==> config.mk <==
export PLATFORM = sky130hd
export DESIGN_NAME = pwm_decoder_flat
export DESIGN_NICKNAME = d
export VERILOG_FILES = /design/src/rtl/pwm_decoder_if.sv /design/src/rtl/pwm_decoder.sv /design/src/flat_wrapper.sv
export SDC_FILE = /design/constraint.sdc
export NUM_CORES = 1
export LEC_CHECK = 0
export ABC_AREA = 1
export BUFFER_PORTS_ARGS = -buffer_cell sky130_fd_sc_hd__buf_2
export CORE_MARGIN = 8
export CORE_UTILIZATION = 35
export DETAILED_ROUTE_END_ITERATION = 16
export SLEW_MARGIN = 15
export SYNTH_ARGS = -nofsm -noshare
export SYNTH_HDL_FRONTEND = slang
export SYNTH_SLANG_ARGS = --single-unit
==> constraint.sdc <==
create_clock -name clk -period 2.6 [get_ports clk]
set_input_delay 0.13 -clock clk [delete_from_list [all_inputs] [get_ports clk]]
set_output_delay 0.13 -clock clk [all_outputs]
set_load 0.01 [all_outputs]
==> src/rtl/pwm_decoder_if.sv <==
// Purpose : PWM decoder line-in / recovered-sample-out bundle (master = line driver + consumer, slave = decoder).
// Latency : none, wiring only.
// Backpr. : none; the decoder samples pwm_i every cycle and results are single-cycle pulses.
interface pwm_decoder_if #(
    parameter int PERIOD_W = 8
);
    logic                en;
    logic                pwm_i;
    logic [PERIOD_W-1:0] sample_o;
    logic                valid_o;
    logic                locked_o;
    logic                error_o;

    modport master (
        output en,
        output pwm_i,
        input  sample_o,
        input  valid_o,
        input  locked_o,
        input  error_o
    );

    modport slave (
        input  en,
        input  pwm_i,
        output sample_o,
        output valid_o,
        output locked_o,
        output error_o
    );
endinterface

==> src/rtl/pwm_decoder.sv <==
// Purpose : recover the PWM sample by aligning to the 2^PERIOD_W frame and counting high cycles;
//           optional 3-tap majority glitch filter when PWM_DEC_GLITCH_FILTER_EN is defined.
// Latency : first valid_o SYNC_STAGES+2^PERIOD_W+1 cycles after pwm_i first seen high (+1 with filter).
// Backpr. : none; the line is sampled every cycle, valid_o/error_o are unconditional one-cycle pulses.
module pwm_decoder #(
    parameter int PERIOD_W    = 8,
    parameter int SYNC_STAGES = 2
) (
    input  logic          clk,
    input  logic          n_rst,
    pwm_decoder_if.slave  bus
);

    typedef enum logic {
        IDLE   = 1'b0,
        LOCKED = 1'b1
    } state_t;

    localparam logic [PERIOD_W-1:0] WCNT_LAST = '1;

    // ------------------------------------------------------------------
    // Input path: synchronizer, optional majority filter, edge detect
    // ------------------------------------------------------------------
    logic [SYNC_STAGES-1:0] sync_q, sync_d;
    logic                   pwm_sync;
    logic                   pwm_s;
    logic                   pwm_s_q, pwm_s_d;
    logic                   rise;

    // Shift the raw line into the synchronizer chain.
    always_comb begin
        sync_d = {sync_q[SYNC_STAGES-2:0], bus.pwm_i};
    end

    assign pwm_sync = sync_q[SYNC_STAGES-1];

`ifdef PWM_DEC_GLITCH_FILTER_EN
    logic [1:0] hist_q, hist_d;

    // Keep the two previous synchronized samples for the majority vote.
    always_comb begin
        hist_d = {hist_q[0], pwm_sync};
    end

    // History register for the majority filter.
    always_ff @(posedge clk or negedge n_rst) begin
        if (!n_rst) begin
            hist_q <= '0;
        end else begin
            hist_q <= hist_d;
        end
    end

    // Two of three agreeing samples win, so a lone one-cycle pulse never reaches the counter.
    assign pwm_s = (pwm_sync & hist_q[0]) | (pwm_sync & hist_q[1]) | (hist_q[0] & hist_q[1]);
`else
    assign pwm_s = pwm_sync;
`endif

    assign pwm_s_d = pwm_s;
    assign rise    = pwm_s & ~pwm_s_q;

    // Synchronizer and edge-detect history; keeps running while disabled.
    always_ff @(posedge clk or negedge n_rst) begin
        if (!n_rst) begin
            sync_q  <= '0;
            pwm_s_q <= 1'b0;
        end else begin
            sync_q  <= sync_d;
            pwm_s_q <= pwm_s_d;
        end
    end

    // ------------------------------------------------------------------
    // Frame alignment FSM
    // ------------------------------------------------------------------
    state_t state_q, state_d;

    // State register.
    always_ff @(posedge clk or negedge n_rst) begin
        if (!n_rst) begin
            state_q <= IDLE;
        end else begin
            state_q <= state_d;
        end
    end

    // Next state: lock on the first rising edge; disable always drops back to IDLE.
    always_comb begin
        state_d = state_q;
        if (!bus.en) begin
            state_d = IDLE;
        end else if (state_q == IDLE && rise) begin
            state_d = LOCKED;
        end
    end

    // ------------------------------------------------------------------
    // Window / high counters and registered outputs
    // ------------------------------------------------------------------
    // wcnt_q is the offset of the current cycle; hcnt_q counts high cycles in earlier offsets.
    logic [PERIOD_W-1:0] wcnt_q, wcnt_d;
    logic [PERIOD_W:0]   hcnt_q, hcnt_d;
    logic [PERIOD_W:0]   total;
    logic [PERIOD_W-1:0] sample_q, sample_d;
    logic                valid_q, valid_d;
    logic                error_q, error_d;

    assign total = hcnt_q + {{PERIOD_W{1'b0}}, pwm_s};

    // Output/datapath logic: count, close windows, and realign on unexpected edges.
    always_comb begin
        wcnt_d   = wcnt_q;
        hcnt_d   = hcnt_q;
        sample_d = sample_q;
        valid_d  = 1'b0;
        error_d  = 1'b0;
        if (!bus.en) begin
            wcnt_d = '0;
            hcnt_d = '0;
        end else if (state_q == IDLE) begin
            if (rise) begin
                // This cycle is offset 0 and it is already high.
                wcnt_d = PERIOD_W'(1);
                hcnt_d = (PERIOD_W+1)'(1);
            end
        end else if (rise && wcnt_q != '0) begin
            // Edge in the wrong place: drop the partial window and restart here.
            error_d = 1'b1;
            wcnt_d  = PERIOD_W'(1);
            hcnt_d  = (PERIOD_W+1)'(1);
        end else if (wcnt_q == WCNT_LAST) begin
            valid_d = 1'b1;
            wcnt_d  = '0;
            hcnt_d  = '0;
            if (total[PERIOD_W]) begin
                // High for the full frame is not a legal PWM code: saturate and flag it.
                sample_d = '1;
                error_d  = 1'b1;
            end else begin
                sample_d = total[PERIOD_W-1:0];
            end
        end else begin
            wcnt_d = wcnt_q + PERIOD_W'(1);
            hcnt_d = total;
        end
    end

    // Datapath and output registers.
    always_ff @(posedge clk or negedge n_rst) begin
        if (!n_rst) begin
            wcnt_q   <= '0;
            hcnt_q   <= '0;
            sample_q <= '0;
            valid_q  <= 1'b0;
            error_q  <= 1'b0;
        end else begin
            wcnt_q   <= wcnt_d;
            hcnt_q   <= hcnt_d;
            sample_q <= sample_d;
            valid_q  <= valid_d;
            error_q  <= error_d;
        end
    end

    assign bus.sample_o = sample_q;
    assign bus.valid_o  = valid_q;
    assign bus.error_o  = error_q;
    assign bus.locked_o = (state_q == LOCKED);

endmodule

==> src/flat_wrapper.sv <==
// flat-port wrapper written by rule: the top's interface ports become plain ports
module pwm_decoder_flat 
#(
    parameter int PERIOD_W    = 8,
    parameter int SYNC_STAGES = 2
)
  (clk, n_rst, bus_en, bus_pwm_i, bus_sample_o, bus_valid_o, bus_locked_o, bus_error_o);
  pwm_decoder_if #(.PERIOD_W(PERIOD_W)) bus_i ();
  input  logic clk;
  input  logic n_rst;
  input wire logic [$bits(bus_i.en)-1:0] bus_en;
  input wire logic [$bits(bus_i.pwm_i)-1:0] bus_pwm_i;
  output wire logic [$bits(bus_i.sample_o)-1:0] bus_sample_o;
  output wire logic [$bits(bus_i.valid_o)-1:0] bus_valid_o;
  output wire logic [$bits(bus_i.locked_o)-1:0] bus_locked_o;
  output wire logic [$bits(bus_i.error_o)-1:0] bus_error_o;
  assign bus_i.en = bus_en;
  assign bus_i.pwm_i = bus_pwm_i;
  assign bus_sample_o = bus_i.sample_o;
  assign bus_valid_o = bus_i.valid_o;
  assign bus_locked_o = bus_i.locked_o;
  assign bus_error_o = bus_i.error_o;
  pwm_decoder #(.PERIOD_W(PERIOD_W), .SYNC_STAGES(SYNC_STAGES)) u_core (.clk(clk), .n_rst(n_rst), .bus(bus_i));
endmodule
Word-level counts from Yosys, hierarchy flattened
Index checks and enable logic that the tools add are counted.

$add $sub $neg: 2. Multiply operators: 0. Div/mod/pow operators: 0. $lt $le $gt $ge: 0. Eq/ne operators: 3. Shifts and indexed selects: 0. Muxes and demuxes: 22. Bitwise logic cells: 4. Reduce and logical (&&, ||, !) cells: 4.

Operator list (count): $mux 8 (6); $mux 9 (5); $mux 1 (11); $add 9x1->9 (1); $add 8x1->8 const B (1); $eq 8x8->1 const B (1); $reduce_bool 8->1 (1); $reduce_and 4->1 (1); $ne 3x1->1 const B (1); $not 1->1 (3); $logic_and 1x1->1 (2); $ne 2x1->1 const B (1); $and 1x1->1 (1).

Register bits: 31. Latch bits: 0. RAM bits: 0. ROM bits: 0. Input port bits: 4. Output and inout port bits: 11. Word-level logic and storage cells: 43. Memories: 0.

Logic depth before layout (Yosys ltp)
Gate-level depths: netlist of the first run.

Depth in word-level cells: 6. Mapped depth: 10. Depth with buffers taken out: 10.

Worst setup path after synthesis of the first run
No wires, ideal clock.

Kind: register to register. From: register u_core.hcnt_q[0]. To: register u_core.sample_q[5], in the netlist u_core.bus.sample_o[5]. Library setup time: 0.116 ns. Arrival: 1.413 ns. Data required time: 2.484 ns. Path slack: 1.071 ns. Stages on the path, launching flop included: 11. Buffers on the path: 0. Period minus slack after synthesis: 1.529 ns. Cells stage by stage: dfrtp_1 -> ha_1 -> ha_1 -> nand3_1 -> inv_1 -> nand2_1 -> nand2_1 -> nand2_1 -> nand2_1 -> nand2_1 -> nand2_1.

Cells in the longest elaborated chain, start to end: 2.

Ends and longest elaborated chain: start, declared (line pwm_decoder.sv:103) `logic [PERIOD_W:0] hcnt_q, hcnt_d;`; start signal, assigned (line pwm_decoder.sv:159) `hcnt_q <= hcnt_d;`; $add 9x1->9 (line pwm_decoder.sv:109) `assign total = hcnt_q + {{PERIOD_W{1'b0}}, pwm_s};`; $mux 8 (line pwm_decoder.sv:136) `if (total[PERIOD_W]) begin`; end signal, assigned (line pwm_decoder.sv:160) `sample_q <= sample_d;`; end, declared (line pwm_decoder.sv:105) `logic [PERIOD_W-1:0] sample_q, sample_d;`.

Every way passes these cells. A chain may end at the register's enable or synchronous reset.

Worst setup path in the final report of the first run
From: register u_core.sync_q[1]. To: register u_core.sample_q[2], in the netlist u_core.bus.sample_o[2].

Cells in the longest elaborated chain, start to end: 4. Elaborated cells between the ends (all ways): 6. Those cells by class: add/sub (1); mux (1); bitwise (2); reduce/logical (2).

Ends and longest elaborated chain: start, declared (line pwm_decoder.sv:24) `logic [SYNC_STAGES-1:0] sync_q, sync_d;`; start signal, assigned (line pwm_decoder.sv:69) `sync_q <= sync_d;`; branches (longest 4 deep; another with $add 9x1->9).

Parallel ways; which one is timed is not known.

==> results.md, run 1 <==
* Fin Clk Skew at 0.003611 ns
* Final Hold Fails at 0
* Clock power share at a little under two fifths
* Largest stage delay, worst path at around 0.40 ns
* Dominant synthesized flop cell: dfrtp_1
* Die Y at just over 80 um
* I/O Buffers at 14
* Htree depth at 2
* CTS Buffer Depth at 2
* DR pass1 iterations at 4
* CP Capture Type: register
* Synth top area share at between 40% and 50%
* Peak supply drop at between 200 and 250 uV
* Die area at between 6000 and 7000 um2
* Cell Chain, Critical Path: ha_1, ha_1, nand3_1, inv_1, nand2_1, nand2_1, nand2_1, nand2_1, nand2_1, nand2_1
* Setup TNS at 0 ns
* First-pass GRT wire length at 5589 um
* Detailed-route vias per instance at slightly below 5
* Power Total at about 900 uW
* F_max at 575.0 MHz
* Area post-placement at between 1500 and 2000 um2
* Asr flop ratio synth at 100.0%
* Gp weighted congestion at slightly below 0.8
* Syn Std Cell Area at 1567 um2
* CTS Sinks at 31
* DRT antenna net count at 0
* Critical path data arrival time at between 1.5 and 2 ns
* Fin area at ~1800 um2
* Clock-pin slew on the worst setup and hold paths at 0.06 ns
* RSZ-0062 raised after global routing: false
* Vias in the first global route at around 1200
* Net Switching at 211.5 uW
* Outcome: finished, final reports clean
* Root buf cell: clkbuf_8
* Setup CP Type: reg -> reg
* Combinational group share of total power at between 6 and 7%
* Slowest-stage cell, CP: dfrtp_1
* CP required at ~2.8 ns
* EDFF count, synth at 0
* Hpwl dp at 2276 um
* Diode count at 0
* Count leader, synth: nand2_1
* Worst hold path class: in -> reg
* Internal power at slightly below 700 uW
* Drt first-iter violations at approximately 130
* P per Cell Area at slightly above 500 nW/um2
* DR vias at about 1300
* Yosys cell types at 25
* Layout cells sized above 1 at 13.27%
* Crit path launch type: register
* Largest net degree at the start of global routing at 32
* Cell taking the most area after synthesis: dfrtp_1
* Top cells by count, synth: nand2_1 (75), dfrtp_1 (31), inv_1 (18)
* DRC errors left at 0
* Max_slew headroom at 54.51%
* Site Rows at 24
* Final setup violation count at 0
* Tcrit/Tclk final at approximately 67%
* Total global-route track usage at approximately a tenth
* Layout overhead on the synthesized area at 13.26%
* Max Cap Viol at 0
* Initial antenna violation count at 0
* Nets@finish at 220
* Avg Cell Area, Syn at between 8 and 9 um2
* Max-slew violation count at 0
* Core ar. at 4324 um2
* Yosys Warn Count at 0
* Crit path top cell by count: nand2_1
* Initial core utilization at a little over a third
* Max FO, Critical Path at 9
* Crit path time final at approximately 1.7 ns
* TritonCTS Buffers at 5
* Routed WL at 3254 um
* Top cells by area, synth: dfrtp_1 (50%), nand2_1 (18%), inv_1 (4.3%)
* Gate Count Post-Synth at ~190
* DR WL/cell at 12.37 um
* I/O Pins at 15
* Leakage at 0.9385 nW
* CTS tree: done
* Die Width at approximately 83 um
* Synthesized flop and latch total at 31
* Slew @ Worst Pin at about 0.68 ns
* Sw Share at between 20% and 30%
* Postcts setup bufs at 0
* Gr ovfl total at 0
* Sequential share of the synthesized area at ~50%
* Reg power frac at 55.3%
* Latest clock arrival within the worst-skew pair at roughly 0.28 ns
* Mapped Nets at 200
[cells by family (layout without fill, tap and decap cells)]
group                      Yosys count  in the layout  share of synthesized area (%)
and+or+nand+nor                    107            107                          29.79
DFF                                 31             31                          49.52
buffers and inverters               22             41                          5.830
AOI/OAI and AO/OA                   21             21                          7.748
xor gates and xnor gates             7              7                          3.914
adders and majority gates            4              4                          3.195
[layer usage]
metal	track usage (%)	share of wire (%)
met5	0	0
met4	4.792	2.1
met3	3.320	4.9
met2	14.85	44
met1	12.30	49
[metrics by stage]
step | hold WS [ns] | utilization (%) | std cells | worst slack, ns
after detailed placement | 0.2219 | 38.89 | 255 | 0.8693
after global routing | 0.1759 | 41.03 | 263 | 0.7255
after CTS | 0.1474 | 41.03 | 263 | 0.8597
final | 0.1569 | 41.03 | 263 | 0.8610
after floorplan | -0.1656 | - | 192 | 1.071
after global placement | 0.2265 | 38.89 | 255 | 0.8945
[final cells by class]
class,count,area [um2]
clock buffers,6,72.57
fillers,450,2550
inverters,19,71.32
multi-input cells,139,699.4
flip-flops and latches,31,775.7
well taps,52,65.06
repair buffers,16,90.09
[critical path, delay by kind of cell (launching register included)]
kind	cells	cell delay, ns
flops	1	0.40
buf+inv	1	0.07
simple gates	7	0.72
fa+ha+maj	2	0.45
[state kept, by name (all words and copies together), names as in the netlist]
name and flops:
u_core.sync_q 2, u_core.hcnt_q 9, u_core.bus.valid_o 1, u_core.bus.sample_o 8
u_core.bus.error_o 1, u_core.pwm_s_q 1, u_core.wcnt_q 8, u_core.bus.locked_o 1
[path summary, 6_finish.rpt]
| kind | from | to | slack [ns] | cells past startpoint |
|---|---|---|---|---|
| setup / recovery | u_core.sync_q[1] | u_core.bus.sample_o[2] | 0.86 | 10 |
| hold / removal | bus_en | u_core.bus.error_o | 0.16 | 3 |
| setup reg to reg | u_core.sync_q[1] | u_core.bus.sample_o[2] | 0.86 | 10 |
| hold reg to reg | u_core.sync_q[0] | u_core.sync_q[1] | 0.35 | 0 |
| max in group asynchronous | n_rst | u_core.wcnt_q[6] | 1.73 | 2 |
| min in group asynchronous | n_rst | u_core.wcnt_q[3] | 0.43 | 2 |
[power by group through the flow]
stage / logic [mW] / clock network (mW) / registers, mW
floorplan: 0.0390 / 0 / 0.504
global placement: 0.0610 / 0 / 0.505
detailed placement: 0.0607 / 0 / 0.505
CTS: 0.0630 / 0.354 / 0.496
global route: 0.0714 / 0.372 / 0.497
finish: 0.0615 / 0.340 / 0.496
[repair_timing]
item                      4_1_cts  5_1_grt
resized for setup               0        0
hold endpoints to repair       32        0
hold buffers                    2        0
[cell usage in the layout (no fill, tap or decap), drive strengths merged, types with 2 or more instances in the layout]
cell type	netlist	layout
a21oi	4	4
buf	2	14
clkbuf	1	6
dfrtp	31	31
dlygate4sd3	0	2
ha	4	4
inv	19	19
nand2	77	77
nand3	12	12
nand3b	2	2
nand4	2	2
nor2	14	14
o21ai	14	14
xnor2	4	4
xor2	3	3
Note: power is estimated with default switching activity, not from simulation.
==> run 2, diff against run 1 <==
==> constraint.sdc (replaced) <==
create_clock -name clk -period 1.65 [get_ports clk]
set_input_delay 0.0825 -clock clk [delete_from_list [all_inputs] [get_ports clk]]
set_output_delay 0.0825 -clock clk [all_outputs]
set_load 0.01 [all_outputs]
==> run 2 against run 1 <==
  * Combinational power increased by 92%
  * Register-to-register slack got worse by 0.74 ns
  * Hold slack got worse by 0.017 ns
  * Utilization increased by 3.8 points
  * Sequential cell count unchanged
  * Worst setup slack got worse by 0.74 ns
  * Maximum frequency increased by 14%
  * Clock skew increased by 0.00060 ns
  * Routed wire length increased by 6.5%
  * Critical path depth decreased by 1
  * Sequential share of layout area decreased by 3.7 points
  * Critical path type unchanged
  * Global-route usage increased by 0.37 points
==> results.md, run 2 (synthesis gave the netlist of run 1 again) <==
* Outcome: finished, final reports clean (unchanged)
* Power Total at 1.489 mW (was 897.9 uW)
* Htree depth at 2 (unchanged)
* Max Cap Viol at 0 (unchanged)
* Most used routing layer in global routing: met2 (unchanged)
* CTS tree: done (unchanged)
* Slowest-stage cell, CP: dfrtp_1 (unchanged)
* Initial antenna violation count at 0 (unchanged)
* Clock power share at 39.6% (was 37.9%)
* Clock-pin slew on the worst setup and hold paths at 0.06 ns (about the same)
* Place WS at -0.001609 ns (was 0.8693 ns)
* Fin Clk Skew at 0.004211 ns (was 0.003611 ns)
* Sw Share at 23.20% (was 23.56%)
* Final Hold Fails at 0 (unchanged)
* Crit path top cell by count: nand2_1 (unchanged)
* Die Width at 82.90 um (unchanged)
* Gp weighted congestion at 0.8630 (was 0.7942)
* Commonest non-fill, non-tap cell in the layout: nand2_1 (unchanged)
* Critical path data arrival time at 1.70 ns (was 1.91 ns)
* Drt first-iter violations at 71 (was 133)
* Core ar. at 4324 um2 (unchanged)
* TritonCTS Buffers at 5 (unchanged)
* Die Y at 82.90 um (unchanged)
* Cell Chain, Critical Path: ha_2, ha_2, nand3_1, buf_4, nor2_2, xnor2_1, nand2_1, nand2_1, nand2_1 (was ha_1, ha_1, nand3_1, inv_1, nand2_1, nand2_1, nand2_1, nand2_1, nand2_1, nand2_1)
* Combinational group share of total power at 7.9% (was 6.8%)
* DRT antenna net count at 0 (unchanged)
* Biggest register: u_core.hcnt_q (unchanged)
* Final Worst Setup Slack at 0.1214 ns (was 0.8610 ns)
* Hpwl dp at 2354 um (was 2276 um)
* Peak supply drop at 489.3 uV (was 241.5 uV)
* Fin area at 1938 um2 (was 1774 um2)
* Die area at 6872 um2 (unchanged)
* P per Cell Area at 768.4 nW/um2 (was 506.1 nW/um2)
* Met1 Use GR at 13.29% (was 12.30%)
* Diode count at 0 (unchanged)
* Final setup violation count at 0 (unchanged)
* Area post-placement at 1727 um2 (was 1682 um2)
* Crit path time final at 1.529 ns (was 1.739 ns)
* Detailed-route vias per instance at 4.729 (was 4.833)
* Site Rows at 24 (unchanged)
* DR WL/cell at 12.51 um (was 12.37 um)
* Max_slew headroom at 55.11% (was 54.51%)
* Reg power frac at 52.5% (was 55.3%)
* Net Switching at 345.6 uW (was 211.5 uW)
* Largest net degree at the start of global routing at 32 (unchanged)
* Max FO, Critical Path at 3 (was 9)
* Crit path launch type: register (unchanged)
* CP required at 1.82 ns (was 2.77 ns)
* Internal power at 1.144 mW (was 686.4 uW)
* Root buf cell: clkbuf_8 (unchanged)
* Layout cells sized above 1 at 22.67% (was 13.27%)
* First-pass GRT wire length at 5865 um (was 5589 um)
* DRC errors left at 0 (unchanged)
* Nets@finish at 233 (was 220)
* Grt met3 use at 3.125% (was 3.320%)
* DR vias at 1310 (was 1271)
* CTS Buffer Depth at 2 (unchanged)
* Setup TNS at 0 ns (unchanged)
* Most frequent cells in the layout: nand2_1 (72), dfrtp_1 (31), inv_1 (18), buf_2 (14), o21ai_0 (13) (was nand2_1 (75), dfrtp_1 (31), inv_1 (18), buf_2 (14), o21ai_0 (13))
* Leakage at 1.001 nW (was 0.9385 nW)
* Final hold slack at 0.1401 ns (was 0.1569 ns)
* Routed WL at 3464 um (was 3254 um)
* I/O Buffers at 14 (unchanged)
* Initial core utilization at 36.23% (unchanged)
* Latest clock arrival within the worst-skew pair at 0.28 ns (about the same)
* Max-slew violation count at 0 (unchanged)
* Largest stage delay, worst path at 0.37 ns (was 0.40 ns)
* Total global-route track usage at 10.25% (was 9.882%)
* CP Capture Type: register (unchanged)
* I/O Pins at 15 (unchanged)
* Largest register FFs at 9 (unchanged)
* Slew @ Worst Pin at 0.6734 ns (was 0.6823 ns)
* Met2 GRT Util at 15.28% (was 14.85%)
* Setup CP Type: reg -> reg (unchanged)
* CTS Sinks at 31 (unchanged)
* DR pass1 iterations at 4 (unchanged)
* Layout overhead on the synthesized area at 23.72% (was 13.26%)
* Gr ovfl total at 0 (unchanged)
* Vias in the first global route at 1232 (was 1214)
* Worst hold path class: in -> reg (unchanged)
* Tcrit/Tclk final at 92.64% (was 66.89%)
* F_max at 654.2 MHz (was 575.0 MHz)
[run 2: final timing paths]
path,from,endpoint,slack (ns),depth (start not counted)
min in group asynchronous,n_rst,u_core.wcnt_q[3],0.37,2
min,bus_en,u_core.bus.error_o,0.14,3
max in group asynchronous,n_rst,u_core.bus.sample_o[4],0.84,2
min reg2reg,u_core.sync_q[0],u_core.sync_q[1],0.35,0
max reg2reg,u_core.sync_q[1],u_core.bus.sample_o[6],0.12,9
max,u_core.sync_q[1],u_core.bus.sample_o[6],0.12,9
[run 2: final cells by class]
cell class / instances / area, um2
well taps: 52 / 65.06
clock inverters: 1 / 5.005
flip-flops and latches: 31 / 775.7
multi-input cells: 140 / 758.2
inverters: 19 / 71.32
clock buffers: 6 / 82.58
repair buffers: 28 / 180.2
fillers: 457 / 2386
[run 2: worst max-delay path, delay by kind of cell, from the launching register on]
kind,cells,cell delay (ns)
and+or+nand+nor,5,0.37
DFF,1,0.37
xor gates and xnor gates,1,0.14
adders and majority gates,2,0.37
buffers and inverters,1,0.16
[run 2: power by group through the flow]
stage,combinational (mW),sequential (mW),clock (mW)
floorplan,0.0614,0.795,0
global placement,0.107,0.795,0
detailed placement,0.107,0.796,0
CTS,0.112,0.782,0.612
global route,0.135,0.783,0.634
finish,0.118,0.782,0.589
[run 2: per-stage QoR]
step	std cells	util, %
finish	277	44.82
global route	277	44.82
CTS	270	42.48
detailed placement	261	39.93
global placement	261	39.93
floorplan	192	-
[run 2: repair_timing]
item | 4_1_cts | 5_1_grt
hold buffers | 2 | 0
endpoints found under the setup margin | 1 | 15
endpoints found under the hold margin | 32 | 0
cloned | 0 | 1
resized for setup | 1 | 12
setup buffers | 0 | 6
pin swaps | 0 | 7
[run 2: layer usage]
metal | vias to the layer above | wire length, um
met5 | - | 0
met4 | 0 | 48
met3 | 4 | 119
met2 | 23 | 1569
met1 | 612 | 1727
li1 | 671 | -
==> run 3, diff against run 2 <==
--- a/config.mk
+++ b/config.mk
@@ -7,9 +7,12 @@
 export LEC_CHECK = 0
 export ABC_AREA = 1
 export BUFFER_PORTS_ARGS = -buffer_cell sky130_fd_sc_hd__buf_2
+export CELL_PAD_IN_SITES_DETAIL_PLACEMENT = 0
+export CELL_PAD_IN_SITES_GLOBAL_PLACEMENT = 1
 export CORE_MARGIN = 8
 export CORE_UTILIZATION = 35
 export DETAILED_ROUTE_END_ITERATION = 16
+export PLACE_DENSITY_LB_ADDON = 0.1
 export SLEW_MARGIN = 15
 export SYNTH_ARGS = -nofsm -noshare
 export SYNTH_HDL_FRONTEND = slang
==> run 3 against run 2 <==
  * Global-route usage grew 0.49 points
  * Clock skew is 0.0052 ns higher
  * Final cell count decreased by 1.8%
  * Cell area down 2.5%
  * Via count is 1.1% lower
  * Register-to-register slack better by 0.02 ns
  * Sequential cell count stayed put
==> results.md, run 3 (synthesis gave the netlist of run 1 again) <==
* Biggest register: u_core.hcnt_q (unchanged)
* Gr ovfl total at 0 (unchanged)
* FILL cells at 459 (was 457)
* Hold path cells at 3 (unchanged)
* F_max at 661.5 MHz (was 654.2 MHz)
* Final cell count without fillers at 272 (was 277)
* Setup CP Type: reg -> reg (unchanged)
* Layout cells sized above 1 at 20.00% (was 22.67%)
* Fin Clk Skew at 0.009373 ns (was 0.004211 ns)
* Slew @ Worst Pin at 0.7139 ns (was 0.6734 ns)
* DR pass1 iterations at 4 (unchanged)
* Max-slew violation count at 0 (unchanged)
* RSZ-0062 raised after global routing: false
* Site Rows at 24 (unchanged)
* Power Total at 1.504 mW (was 1.489 mW)
* CTS tree: done (unchanged)
* Setup TNS at 0 ns (unchanged)
* Final setup violation count at 0 (unchanged)
* DR WL/cell at 13.14 um (was 12.51 um)
* Initial antenna violation count at 0 (unchanged)
* CTS Buffer Depth at 2 (unchanged)
* R2R depth at 9 (unchanged)
* Initial core utilization at 36.23% (unchanged)
* DRC errors left at 0 (unchanged)
* Diode count at 0 (unchanged)
* Vias in the first global route at 1336 (was 1232)
* Root buf cell: clkbuf_8 (unchanged)
* Final Worst Setup Slack at 0.1383 ns (was 0.1214 ns)
* Fin area at 1889 um2 (was 1938 um2)
* Largest register FFs at 9 (unchanged)
* Die Width at 82.90 um (unchanged)
* Outcome: finished, final reports clean (unchanged)
* Crit path time final at 1.512 ns (was 1.529 ns)
* Die Y at 82.90 um (unchanged)
* Die area at 6872 um2 (unchanged)
* Register area at 775.7 um2 (unchanged)
* Latest clock arrival within the worst-skew pair at 0.28 ns (about the same)
* Routed WL at 3575 um (was 3464 um)
* CTS Sinks at 31 (unchanged)
* Final Util at 43.69% (was 44.82%)
* Total global-route track usage at 10.74% (was 10.25%)
* I/O Buffers at 14 (unchanged)
* Hpwl dp at 2658 um (was 2354 um)
* Max FO, Critical Path at 8 (was 3)
* CP Capture Type: register (unchanged)
* Leakage at 0.9842 nW (was 1.001 nW)
* Placed cell count at 260 (was 261)
* Core ar. at 4324 um2 (unchanged)
* Final Hold Fails at 0 (unchanged)
* TritonCTS Buffers at 5 (unchanged)
* Gp weighted congestion at 0.7744 (was 0.8630)
* Critical path data arrival time at 1.73 ns (was 1.70 ns)
* Commonest non-fill, non-tap cell in the layout: nand2_1 (unchanged)
* Layout overhead on the synthesized area at 20.61% (was 23.72%)
* P per Cell Area at 795.9 nW/um2 (was 768.4 nW/um2)
* Area of the multi-input gates at 739.5 um2 (was 758.2 um2)
* First-pass GRT wire length at 6072 um (was 5865 um)
* Crit path launch type: register (unchanged)
* DR vias at 1295 (was 1310)
* Area post-placement at 1719 um2 (was 1727 um2)
* Place WS at -0.02070 ns (was -0.001609 ns)
* Final hold slack at 0.1390 ns (was 0.1401 ns)
* Drt first-iter violations at 27 (was 71)
* Worst hold path class: in -> reg (unchanged)
* Detailed-route vias per instance at 4.761 (was 4.729)
* Tcrit/Tclk final at 91.62% (was 92.64%)
* Clock-pin slew on the worst setup and hold paths at 0.07 ns (was 0.06 ns)
* I/O Pins at 15 (unchanged)
* Most frequent cells in the layout: nand2_1 (73), dfrtp_1 (31), inv_1 (17), buf_2 (14), o21ai_0 (13) (was nand2_1 (72), dfrtp_1 (31), inv_1 (18), buf_2 (14), o21ai_0 (13))
* Nets@finish at 228 (was 233)
* Largest net degree at the start of global routing at 32 (unchanged)
* CP required at 1.87 ns (was 1.82 ns)
* Peak supply drop at 435.2 uV (was 489.3 uV)
* Max_slew headroom at 52.41% (was 55.11%)
* DRT antenna net count at 0 (unchanged)
* Htree depth at 2 (unchanged)
* Max Cap Viol at 0 (unchanged)
run 3: metal layers:
layer	vias to the layer above	track usage (%)	wire length, um
li1	660	-	-
met1	616	11.15	1458
met2	13	19.24	1909
met3	6	3.906	148
met4	0	3.834	59
met5	-	0	0
run 3: what timing repair did:
item                                   in CTS  in global routing
pin swaps                                   0                  4
resized for setup                           1                  9
setup endpoints to repair                   6                 20
hold buffers                                2                  0
endpoints found under the hold margin      32                  0
gates cloned                                0                  0
buffers inserted                            0                  3
run 3: layout make-up:
cell class	count	share of cell area [%]
sequential	31	41.06
multi-input combinational	139	39.14
timing repair buffer	24	7.947
clock buffer	6	4.371
inverter	19	3.775
tap	52	3.444
clock inverter	1	0.2649
run 3: critical path, stage by stage (launching register included):
cell and delay [ns]:
dfrtp_1 0.39, ha_2 0.20, nand2_1 0.10, nor2_4 0.13
nand2_4 0.11, nor2_4 0.15, inv_2 0.06, nor2_4 0.16
nand2_1 0.08, nand2_1 0.06
run 3: path summary, 6_finish.rpt:
check / start / endpoint / slack [ns]
min: bus_en / u_core.bus.error_o / 0.14
max: u_core.wcnt_q[0] / u_core.bus.sample_o[5] / 0.14
min in group asynchronous: n_rst / u_core.hcnt_q[7] / 0.39
max reg2reg: u_core.wcnt_q[0] / u_core.bus.sample_o[5] / 0.14
min reg2reg: u_core.sync_q[0] / u_core.sync_q[1] / 0.38
max in group asynchronous: n_rst / u_core.hcnt_q[0] / 0.80
run 3: power breakdown:
group	internal [mW]	total (mW)	switching [mW]
Clock	0.327	0.603	0.277
Combinational	0.0420	0.118	0.0755
Sequential	0.773	0.783	0.00996
